===== src/rtl/sp_ram_pkg.sv =====
// Shared definitions for the single-port RAM initiator and its response FIFO.
package sp_ram_pkg;

    localparam int unsigned RAM_DATA_WIDTH = 64;
    localparam int unsigned RAM_BYTES      = RAM_DATA_WIDTH / 8;

    // Controller phase: zero-fill sweep, then normal request traffic.
    typedef enum logic {
        ST_INIT = 1'b0,
        ST_RUN  = 1'b1
    } ram_state_e;

endpackage


===== src/rtl/sp_ram_rsp_fifo.sv =====
// Small circular FIFO that holds read data until the requester accepts it.
module sp_ram_rsp_fifo #(
    parameter int unsigned DEPTH = 2,
    parameter int unsigned WIDTH = 64,
    localparam int unsigned PTR_W = (DEPTH > 1) ? $clog2(DEPTH) : 1,
    localparam int unsigned CNT_W = $clog2(DEPTH + 1)
) (
    input  logic             Clk_CI,
    input  logic             Rst_RI,
    input  logic             Push_SI,
    input  logic [WIDTH-1:0] PushData_DI,
    input  logic             Pop_SI,
    output logic [WIDTH-1:0] PopData_DO,
    output logic             Full_SO,
    output logic             Empty_SO,
    output logic [CNT_W-1:0] Count_DO
);

    logic [WIDTH-1:0] mem_q [DEPTH];
    logic [PTR_W-1:0] wr_ptr_q;
    logic [PTR_W-1:0] rd_ptr_q;
    logic [CNT_W-1:0] count_q;
    logic             push_c;
    logic             pop_c;

    // Pointers wrap at DEPTH, which need not be a power of two.
    function automatic logic [PTR_W-1:0] ptr_inc(input logic [PTR_W-1:0] p);
        return (p == PTR_W'(DEPTH - 1)) ? '0 : p + PTR_W'(1);
    endfunction

    // Only entries already stored can be popped, so a push is never visible in its own cycle.
    assign pop_c  = Pop_SI && (count_q != '0);
    assign push_c = Push_SI && (count_q != CNT_W'(DEPTH));

    // Storage, pointers and occupancy.
    always_ff @(posedge Clk_CI or posedge Rst_RI) begin
        if (Rst_RI) begin
            wr_ptr_q <= '0;
            rd_ptr_q <= '0;
            count_q  <= '0;
            for (int i = 0; i < int'(DEPTH); i++) begin
                mem_q[i] <= '0;
            end
        end else begin
            if (push_c) begin
                mem_q[wr_ptr_q] <= PushData_DI;
                wr_ptr_q        <= ptr_inc(wr_ptr_q);
            end
            if (pop_c) begin
                rd_ptr_q <= ptr_inc(rd_ptr_q);
            end
            if (push_c && !pop_c) begin
                count_q <= count_q + CNT_W'(1);
            end else if (pop_c && !push_c) begin
                count_q <= count_q - CNT_W'(1);
            end
        end
    end

    assign Empty_SO   = (count_q == '0);
    assign Full_SO    = (count_q == CNT_W'(DEPTH));
    assign Count_DO   = count_q;
    assign PopData_DO = Empty_SO ? '0 : mem_q[rd_ptr_q];

endmodule


===== src/rtl/sp_ram_initiator.sv =====
// Request/response front end for a single-port RAM: zero-fills after reset,
// then forwards requests and returns read data in order through a small FIFO.
module sp_ram_initiator
    import sp_ram_pkg::*;
#(
    parameter int unsigned ADDR_WIDTH = 10,
    parameter int unsigned DATA_DEPTH = 1024,
    parameter int unsigned OUT_REGS   = 0,
    parameter int unsigned INIT_ZERO  = 1
) (
    input  logic                      Clk_CI,
    input  logic                      Rst_RI,
    input  logic                      ReqValid_SI,
    output logic                      ReqReady_SO,
    input  logic                      ReqWrite_SI,
    input  logic [RAM_BYTES-1:0]      ReqBEn_SI,
    input  logic [ADDR_WIDTH-1:0]     ReqAddr_DI,
    input  logic [RAM_DATA_WIDTH-1:0] ReqWData_DI,
    output logic                      RspValid_SO,
    input  logic                      RspReady_SI,
    output logic [RAM_DATA_WIDTH-1:0] RspRData_DO,
    output logic                      CSel_SO,
    output logic                      WrEn_SO,
    output logic [RAM_BYTES-1:0]      BEn_SO,
    output logic [ADDR_WIDTH-1:0]     Addr_DO,
    output logic [RAM_DATA_WIDTH-1:0] WrData_DO,
    input  logic [RAM_DATA_WIDTH-1:0] RdData_DI,
    output logic                      InitDone_SO
);

    localparam int unsigned RD_LAT = 1 + OUT_REGS;
    localparam int unsigned FDEPTH = RD_LAT + 1;
    localparam int unsigned CNT_W  = $clog2(FDEPTH + 1);

    ram_state_e         state_q;
    logic [31:0]        init_cnt_q;
    logic [RD_LAT-1:0]  inflight_q;
    logic [CNT_W-1:0]   inflight_cnt_c;
    logic [CNT_W-1:0]   fifo_cnt;
    logic [CNT_W:0]     occupancy_c;
    logic               fifo_empty;
    logic               fifo_full;
    logic               run_c;
    logic               sweep_c;
    logic               accept_c;
    logic               rd_accept_c;
    logic               push_c;
    logic               pop_c;

    // Phase control: sweep every word once, then serve traffic.
    always_ff @(posedge Clk_CI or posedge Rst_RI) begin
        if (Rst_RI) begin
            state_q    <= ST_INIT;
            init_cnt_q <= '0;
        end else if (state_q == ST_INIT) begin
            if ((INIT_ZERO == 0) || (init_cnt_q == 32'(DATA_DEPTH - 1))) begin
                state_q    <= ST_RUN;
                init_cnt_q <= '0;
            end else begin
                init_cnt_q <= init_cnt_q + 32'd1;
            end
        end
    end

    assign run_c       = (state_q == ST_RUN);
    assign InitDone_SO = run_c;
    // The reset term keeps the RAM idle while reset is held.
    assign sweep_c     = (state_q == ST_INIT) && (INIT_ZERO != 0) && !Rst_RI;

    // Number of reads whose data is still on its way back from the RAM.
    always_comb begin
        inflight_cnt_c = '0;
        for (int i = 0; i < int'(RD_LAT); i++) begin
            inflight_cnt_c = inflight_cnt_c + CNT_W'(inflight_q[i]);
        end
    end

    // Credit check: every outstanding read owns a FIFO slot; a pop this cycle frees one.
    assign pop_c       = RspReady_SI && !fifo_empty;
    assign occupancy_c = (CNT_W+1)'(fifo_cnt) + (CNT_W+1)'(inflight_cnt_c) - (CNT_W+1)'(pop_c);
    assign ReqReady_SO = run_c && (occupancy_c < (CNT_W+1)'(FDEPTH)) && !(fifo_full && !pop_c);
    assign accept_c    = ReqValid_SI && ReqReady_SO;
    assign rd_accept_c = accept_c && !ReqWrite_SI;
    assign push_c      = inflight_q[RD_LAT-1];

    // Tracks accepted reads until the RAM data for each is valid.
    always_ff @(posedge Clk_CI or posedge Rst_RI) begin
        if (Rst_RI) begin
            inflight_q <= '0;
        end else begin
            inflight_q[0] <= rd_accept_c;
            for (int i = 1; i < int'(RD_LAT); i++) begin
                inflight_q[i] <= inflight_q[i-1];
            end
        end
    end

    // RAM drive: zero-fill sweep, pass-through of an accepted request, or idle.
    always_comb begin
        CSel_SO   = 1'b0;
        WrEn_SO   = 1'b0;
        BEn_SO    = '0;
        Addr_DO   = '0;
        WrData_DO = '0;
        if (sweep_c) begin
            CSel_SO = 1'b1;
            WrEn_SO = 1'b1;
            BEn_SO  = '1;
            Addr_DO = ADDR_WIDTH'(init_cnt_q);
        end else if (accept_c) begin
            CSel_SO   = 1'b1;
            WrEn_SO   = ReqWrite_SI;
            BEn_SO    = ReqBEn_SI;
            Addr_DO   = ReqAddr_DI;
            WrData_DO = ReqWData_DI;
        end
    end

    sp_ram_rsp_fifo #(
        .DEPTH (FDEPTH),
        .WIDTH (RAM_DATA_WIDTH)
    ) u_rsp_fifo (
        .Clk_CI      (Clk_CI),
        .Rst_RI      (Rst_RI),
        .Push_SI     (push_c),
        .PushData_DI (RdData_DI),
        .Pop_SI      (pop_c),
        .PopData_DO  (RspRData_DO),
        .Full_SO     (fifo_full),
        .Empty_SO    (fifo_empty),
        .Count_DO    (fifo_cnt)
    );

    assign RspValid_SO = !fifo_empty;

endmodule


===== config.mk =====
export PLATFORM = sky130hd
export DESIGN_NAME = sp_ram_initiator
export DESIGN_NICKNAME = d
export VERILOG_FILES = /design/src/rtl/sp_ram_pkg.sv /design/src/rtl/sp_ram_rsp_fifo.sv /design/src/rtl/sp_ram_initiator.sv
export SDC_FILE = /design/constraint.sdc
export NUM_CORES = 1
export LEC_CHECK = 0
export CORE_MARGIN = 5
export CORE_UTILIZATION = 45
export CTS_BUF_LIST = sky130_fd_sc_hd__clkbuf_16
export DETAILED_ROUTE_END_ITERATION = 8
export PLACE_DENSITY_LB_ADDON = 0.25
export SLEW_MARGIN = 20
export SYNTH_ARGS = -nofsm -noshare
export SYNTH_HDL_FRONTEND = slang
export SYNTH_SLANG_ARGS = --single-unit

===== constraint.sdc =====
create_clock -name Clk_CI -period 7.3 [get_ports Clk_CI]
set_clock_uncertainty 0.1 [all_clocks]
set_input_delay 1.825 -clock Clk_CI [delete_from_list [all_inputs] [get_ports Clk_CI]]
set_output_delay 1.825 -clock Clk_CI [all_outputs]
set_load 0.1 [all_outputs]

==> metrics, run 1 <==
status=finished, final reports clean; RSZ-0062 raised after global routing=no; worst-margin pin slew=1.06 ns; fmax=0.150 GHz; largest net degree at the start of global routing=107; Final Non-Filler Cells=1218; Final nets=1131; number of hold buffers added after CTS=0; drc violations=0; PortBufs=301; Die ar.=21000 µm²; TritonCTS Buffers=17; vias in the first global route=6401; number of DRC markers in iteration 0=379; sequential power share=0.289; Psw=1680 µW; Clock power frac=0.242; sequential area share after synthesis=0.506; detailed-router iteration count before antenna repair=4; worst-skew pair later-pin latency=0.41 ns; final hold vios=0; gr usage total=0.221; Seq. cell area=4160 µm²; Post CTS Setup Buffer Count=0; Cell Area, Synth=8200 µm²; critical path type=in -> out; dpl hpwl=17500 µm; worst ir drop on vdd=0.453 mV; remaining global-route overflow=0; die outline height=145 µm; register bit count reported by yosys=166; footprint of the multi-input gates=3820 µm²; CTS tree=yes; Die Wd=145 µm; number of clock sinks=166; power share of the combinational group=0.470; layout cell share with drive strength beyond 1=0.267; maximum buffer depth of the clock tree=2; syn nets=851; overall routed net length=23800 µm; CP arrival=4.74 ns; crit path capture type=output pin; Max-Cap Viols=0; first-pass GRT wire length=37300 µm; dominant synthesized flop cell=dfrtp_1; vias per cell=5.22; clk root buf=clkbuf_16; number of flops mapped to enable cells by yosys=0; Mean Syn Cell Area=11.8 µm²; GP Congestion=0.890; Critical Path Fanout Max=21; Crit path required time=5.38 ns; Syn Inst Count=696; final period demand of the worst path=6.67 ns; antenna violations before repair=2; Async SR Flop Fraction=1.00; P_int=1930 µW; Fillers=1321; Post-CTS Resized=0; area delta synth->final=55.9%; Routed Antenna Nets=0; initial core utilization=0.457; Lkg Pwr=0.00604 µW; endpoints failing setup=0; Final Max Tran Viols=0; Cell Rows=49; Ys Warns=0; Synth area leaders=dfrtp_1 (51%), mux2_2 (18%), mux2i_1 (7.9%); setup_tns=0 ns; Synth cell types=42; Core ar.=18000 µm²; Startpoint Class=input pin; pwr/cell area=282 nW/µm²; Sw Share=0.465; Placed Instances=1186; vias=6352; clock transition at the registers of the reported paths=0.06 ns; Period Utilization, post-route=0.914; Slew HR=0.291; largest area contributor in the netlist=dfrtp_1; WL per Instance=19.5 µm; number of H-tree levels=4; HP Class=reg -> reg; io pins=302; share of the synthesized area in the top cell type=0.506
==> area by class of cell <==
class / count / area share
flip-flops and latches: 166 / 0.325
repair buffers: 309 / 0.307
multi-input cells: 474 / 0.298
clock buffers: 17 / 0.0333
well taps: 229 / 0.0224
clock inverters: 14 / 0.0112
inverters: 8 / 0.00274
diodes: 1 / 0.000196
==> placed cells by master, fill, tap and decap left out, types with 15 or more instances in the layout <==
| cell | Yosys | final |
|---|---|---|
| xnor2_1 | 20 | 20 |
| mux2_2 | 128 | 128 |
| nor2_1 | 79 | 78 |
| and3_1 | 70 | 70 |
| nand3_1 | 15 | 15 |
| clkdlybuf4s50_1 | 0 | 216 |
| buf_12 | 0 | 85 |
| clkbuf_16 | 0 | 17 |
| dfrtp_1 | 166 | 165 |
| nand2_1 | 15 | 15 |
| mux2i_1 | 65 | 65 |
==> through the flow <==
stage / power (µW) / utilization / setup slack [ns] / hold slack [ns] / cell area (µm²)
6_report: 3610 / 0.712 / 0.630 / 0.397 / 12800
5_1_grt: 3730 / 0.712 / 0.451 / 0.413 / 12800
4_1_cts: 3640 / 0.712 / 0.635 / 0.397 / 12800
3_5_place_dp: 2760 / 0.680 / 0.673 / 0.385 / 12200
3_3_place_gp: 2750 / 0.680 / 0.704 / 0.374 / 12200
2_1_floorplan: 2310 / - / 0.412 / 0.347 / 8200
==> registers in the layout, indices dropped and copies added, names as in the netlist <==
| register | cells |
|---|---|
| init_cnt_q | 32 |
| u_rsp_fifo.Count_DO | 2 |
| InitDone_SO | 1 |
| inflight_q | 1 |
| u_rsp_fifo.rd_ptr_q | 1 |
| u_rsp_fifo.wr_ptr_q | 1 |
| u_rsp_fifo.mem_q | 128 |
==> layer usage <==
metal | global-route usage | wire length (µm) | up-vias
met5 | 0 | 13 | -
met2 | 0.352 | 11500 | 159
li1 | - | - | 3013
met1 | 0.307 | 10700 | 3147
met4 | 0.0636 | 433 | 2
met3 | 0.0465 | 1100 | 31
==> cell usage after synthesis, types with 10 or more instances <==
cell        n
dfrtp_1   166
mux2_2    128
nor2_1     79
and3_1     70
mux2i_1    65
clkbuf_1   22
xnor2_1    20
nand2_1    15
nand3_1    15
buf_2      14
a22o_1     10
==> power by group through the flow <==
stage          clock network [µW]  logic (µW)  registers, µW
2_1_floorplan                   0        1330            979
3_3_place_gp                    0        1700           1060
3_5_place_dp                    0        1700           1060
4_1_cts                       888        1710           1040
5_1_grt                       929        1750           1050
6_report                      873        1690           1040
==> final timing paths <==
path	start	to	cells after the start	slack [ns]
max	RspReady_SI	Addr_DO[8]	11	0.63
min	init_cnt_q[21]	init_cnt_q[21]	1	0.40
max reg2reg	u_rsp_fifo.Count_DO[1]	u_rsp_fifo.mem_q[21]	6	4.26
min reg2reg	init_cnt_q[21]	init_cnt_q[21]	1	0.40
max in group asynchronous	Rst_RI	u_rsp_fifo.mem_q[1]	3	3.82
min in group asynchronous	Rst_RI	init_cnt_q[1]	2	1.94
==> kinds of logic (layout without fill, tap and decap cells) <==
group	after synthesis	in the layout	synth area share
compound gates	32	32	0.0287
xor+xnor	30	30	0.0329
fa+ha+maj	4	4	0.00702
buf+inv	56	348	0.0300
flops	166	166	0.506
mux	193	193	0.255
other cells	0	1	0
simple gates	215	215	0.140
==> critical path, cell delays in order <==
cell,delay (ns)
clkdlybuf4s50_1,0.48
nand2_1,0.11
inv_1,0.08
ha_1,0.22
nand2b_1,0.15
fa_1,0.38
o21ai_0,0.17
and3_1,0.19
and2_1,0.62
a22o_1,0.32
buf_12,0.19
Power figures use the tool's default switching activity.
==> inputs of run 2 (changes only) <==
--- a/config.mk
+++ b/config.mk
@@ -5,7 +5,7 @@
 export SDC_FILE = /design/constraint.sdc
 export NUM_CORES = 1
 export LEC_CHECK = 0
-export CORE_MARGIN = 5
+export CORE_MARGIN = 8
 export CORE_UTILIZATION = 45
 export CTS_BUF_LIST = sky130_fd_sc_hd__clkbuf_16
 export DETAILED_ROUTE_END_ITERATION = 8
==> run 2 against run 1 <==
  * Combinational power about the same
  * Global-route usage decreased by 1.1 points
  * Register-to-register slack got worse by 0.08 ns
  * Count of clock-buffer cells in the layout unchanged
  * Flip-flop and latch count unchanged
  * Sequential power about the same
  * Critical path depth unchanged
  * Largest cell class unchanged
  * Highest routed layer unchanged
==> metrics, run 2 (synthesis gave the netlist of run 1 again) <==
setup_tns=0 ns (unchanged); CP arrival=4.71 ns (-0.03 ns); Die ar.=22800 µm² (+8.4%); Routed Antenna Nets=0 (unchanged); Die Wd=151 µm (+4.1%); detailed-router iteration count before antenna repair=6 (+2); endpoints failing setup=0 (unchanged); fin area=12700 µm² (-0.45%); maximum buffer depth of the clock tree=2 (unchanged); Post CTS Setup Buffer Count=0 (unchanged); commonest non-fill, non-tap cell in the layout=clkdlybuf4s50_1; Max-Cap Viols=0 (unchanged); largest net degree at the start of global routing=107 (unchanged); fmax=0.151 GHz (+0.51%); first-pass GRT wire length=37100 µm (-0.34%); layout cell share with drive strength beyond 1=0.267 (unchanged); area delta synth->final=55.2%; Core ar.=17900 µm² (-0.34%); final period demand of the worst path=6.64 ns (-0.0338 ns); worst ir drop on vdd=0.282 mV (-38%); Final Non-Filler Cells=1218 (unchanged); vias in the first global route=6405 (+0.062%); reg-to-reg startpoint=u_rsp_fifo.Count_DO[1]; dpl hpwl=18100 µm (+3.9%); number of hold buffers added after CTS=0 (unchanged); antenna violations before repair=1 (-1); Slew HR=0.307 (+0.0162); CTS tree=yes; Crit path required time=5.38 ns (about the same); status=finished, final reports clean; max reg flops=128 (unchanged); Placed Instances=1185 (-0.084%); Crit. Startpoint=RspReady_SI; crit path capture type=output pin; largest register by flop count=u_rsp_fifo.mem_q; number of clock sinks=166 (unchanged); PortBufs=301 (unchanged); remaining global-route overflow=0 (unchanged); Final Max Tran Viols=0 (unchanged); gr usage total=0.210 (-0.0109); GP Congestion=0.847 (-4.8%); Post-CTS Resized=0 (unchanged); HP Class=reg -> reg; vias=6265 (-1.4%); pwr/cell area=276 nW/µm² (-2.1%); fin util=0.711 (-0.000777); io pins=302 (unchanged); clock transition at the registers of the reported paths=0.06 ns (about the same); worst-skew pair later-pin latency=0.42 ns (about the same); Area after DPL=12200 µm² (about the same); die outline height=151 µm (+4.1%); Period Utilization, post-route=0.909 (-0.00463); worst-margin pin slew=1.04 ns (-0.0242 ns); Critical Path Fanout Max=21 (unchanged); number of H-tree levels=4 (unchanged); WL per Instance=20.1 µm (+2.9%); overall routed net length=24500 µm (+2.9%); number of DRC markers in iteration 0=426 (+12%); vias per cell=5.14 (-1.4%); Final nets=1130 (-0.088%); commonest cells after routing, fill and taps aside=clkdlybuf4s50_1 (216), dfrtp_1 (165), mux2_2 (128); Startpoint Class=input pin; TritonCTS Buffers=17 (unchanged); hold path startpoint=init_cnt_q[31]; drc violations=0 (unchanged); critical path type=in -> out; clk root buf=clkbuf_16; Lkg Pwr=0.00599 µW (-0.86%); initial core utilization=0.458 (+0.00156); Cell Rows=49 (unchanged); final hold vios=0 (unchanged); RSZ-0062 raised after global routing=no
run 2: cell count changes in the layout (fill, tap and decap cells not counted), moves of 2 or more:
cell / delta
clkinv_4: +3
clkinv_1: +3
bufinv_16: -3
clkinvlp_4: +3
clkinv_2: -3
inv_1: -2
run 2: worst max-delay path: stages:
cell             delay, ns
clkdlybuf4s50_1       0.48
nand2_1               0.11
inv_1                 0.08
ha_1                  0.21
nand2b_1              0.15
fa_1                  0.38
o21ai_0               0.15
and3_1                0.19
and2_1                0.60
a22o_1                0.31
buf_12                0.19
run 2: per-layer routing:
metal	share of wire	GRT usage
met5	0.00053	0
met4	0.014	0.0619
met3	0.044	0.0430
met2	0.50	0.341
met1	0.44	0.280
run 2: final cells by class:
| class | instances | area, µm² |
|---|---|---|
| diodes | 1 | 2.50 |
| clock inverters | 15 | 91.3 |
| multi-input cells | 474 | 3820 |
| repair buffers | 308 | 3920 |
| inverters | 8 | 35.0 |
| flip-flops and latches | 166 | 4160 |
| well taps | 229 | 287 |
| fillers | 1282 | 5170 |
| clock buffers | 17 | 425 |
run 2: final timing paths:
kind	slack (ns)	end	depth (start not counted)
worst min-delay path	0.38	init_cnt_q[31]	1
min in group asynchronous	1.93	init_cnt_q[9]	2
max in group asynchronous	3.84	u_rsp_fifo.mem_q[105]	3
worst max register to register	4.18	u_rsp_fifo.mem_q[50]	6
worst max-delay path	0.66	Addr_DO[1]	11
worst min register to register	0.38	init_cnt_q[31]	1
run 2: power by group:
part           internal (µW)  leakage [µW]  total (µW)  switching, µW
sequential               948       0.00215        1030           83.5
clock                    428      0.000246         780            352
combinational            454       0.00359        1700           1250
run 2: stage by stage:
stage	setup slack, ns	power [µW]	hold slack (ns)
6_report	0.664	3520	0.376
5_1_grt	0.507	3650	0.409
4_1_cts	0.686	3550	0.379
3_5_place_dp	0.702	2760	0.366
3_3_place_gp	0.753	2760	0.363
2_1_floorplan	0.412	2310	0.347
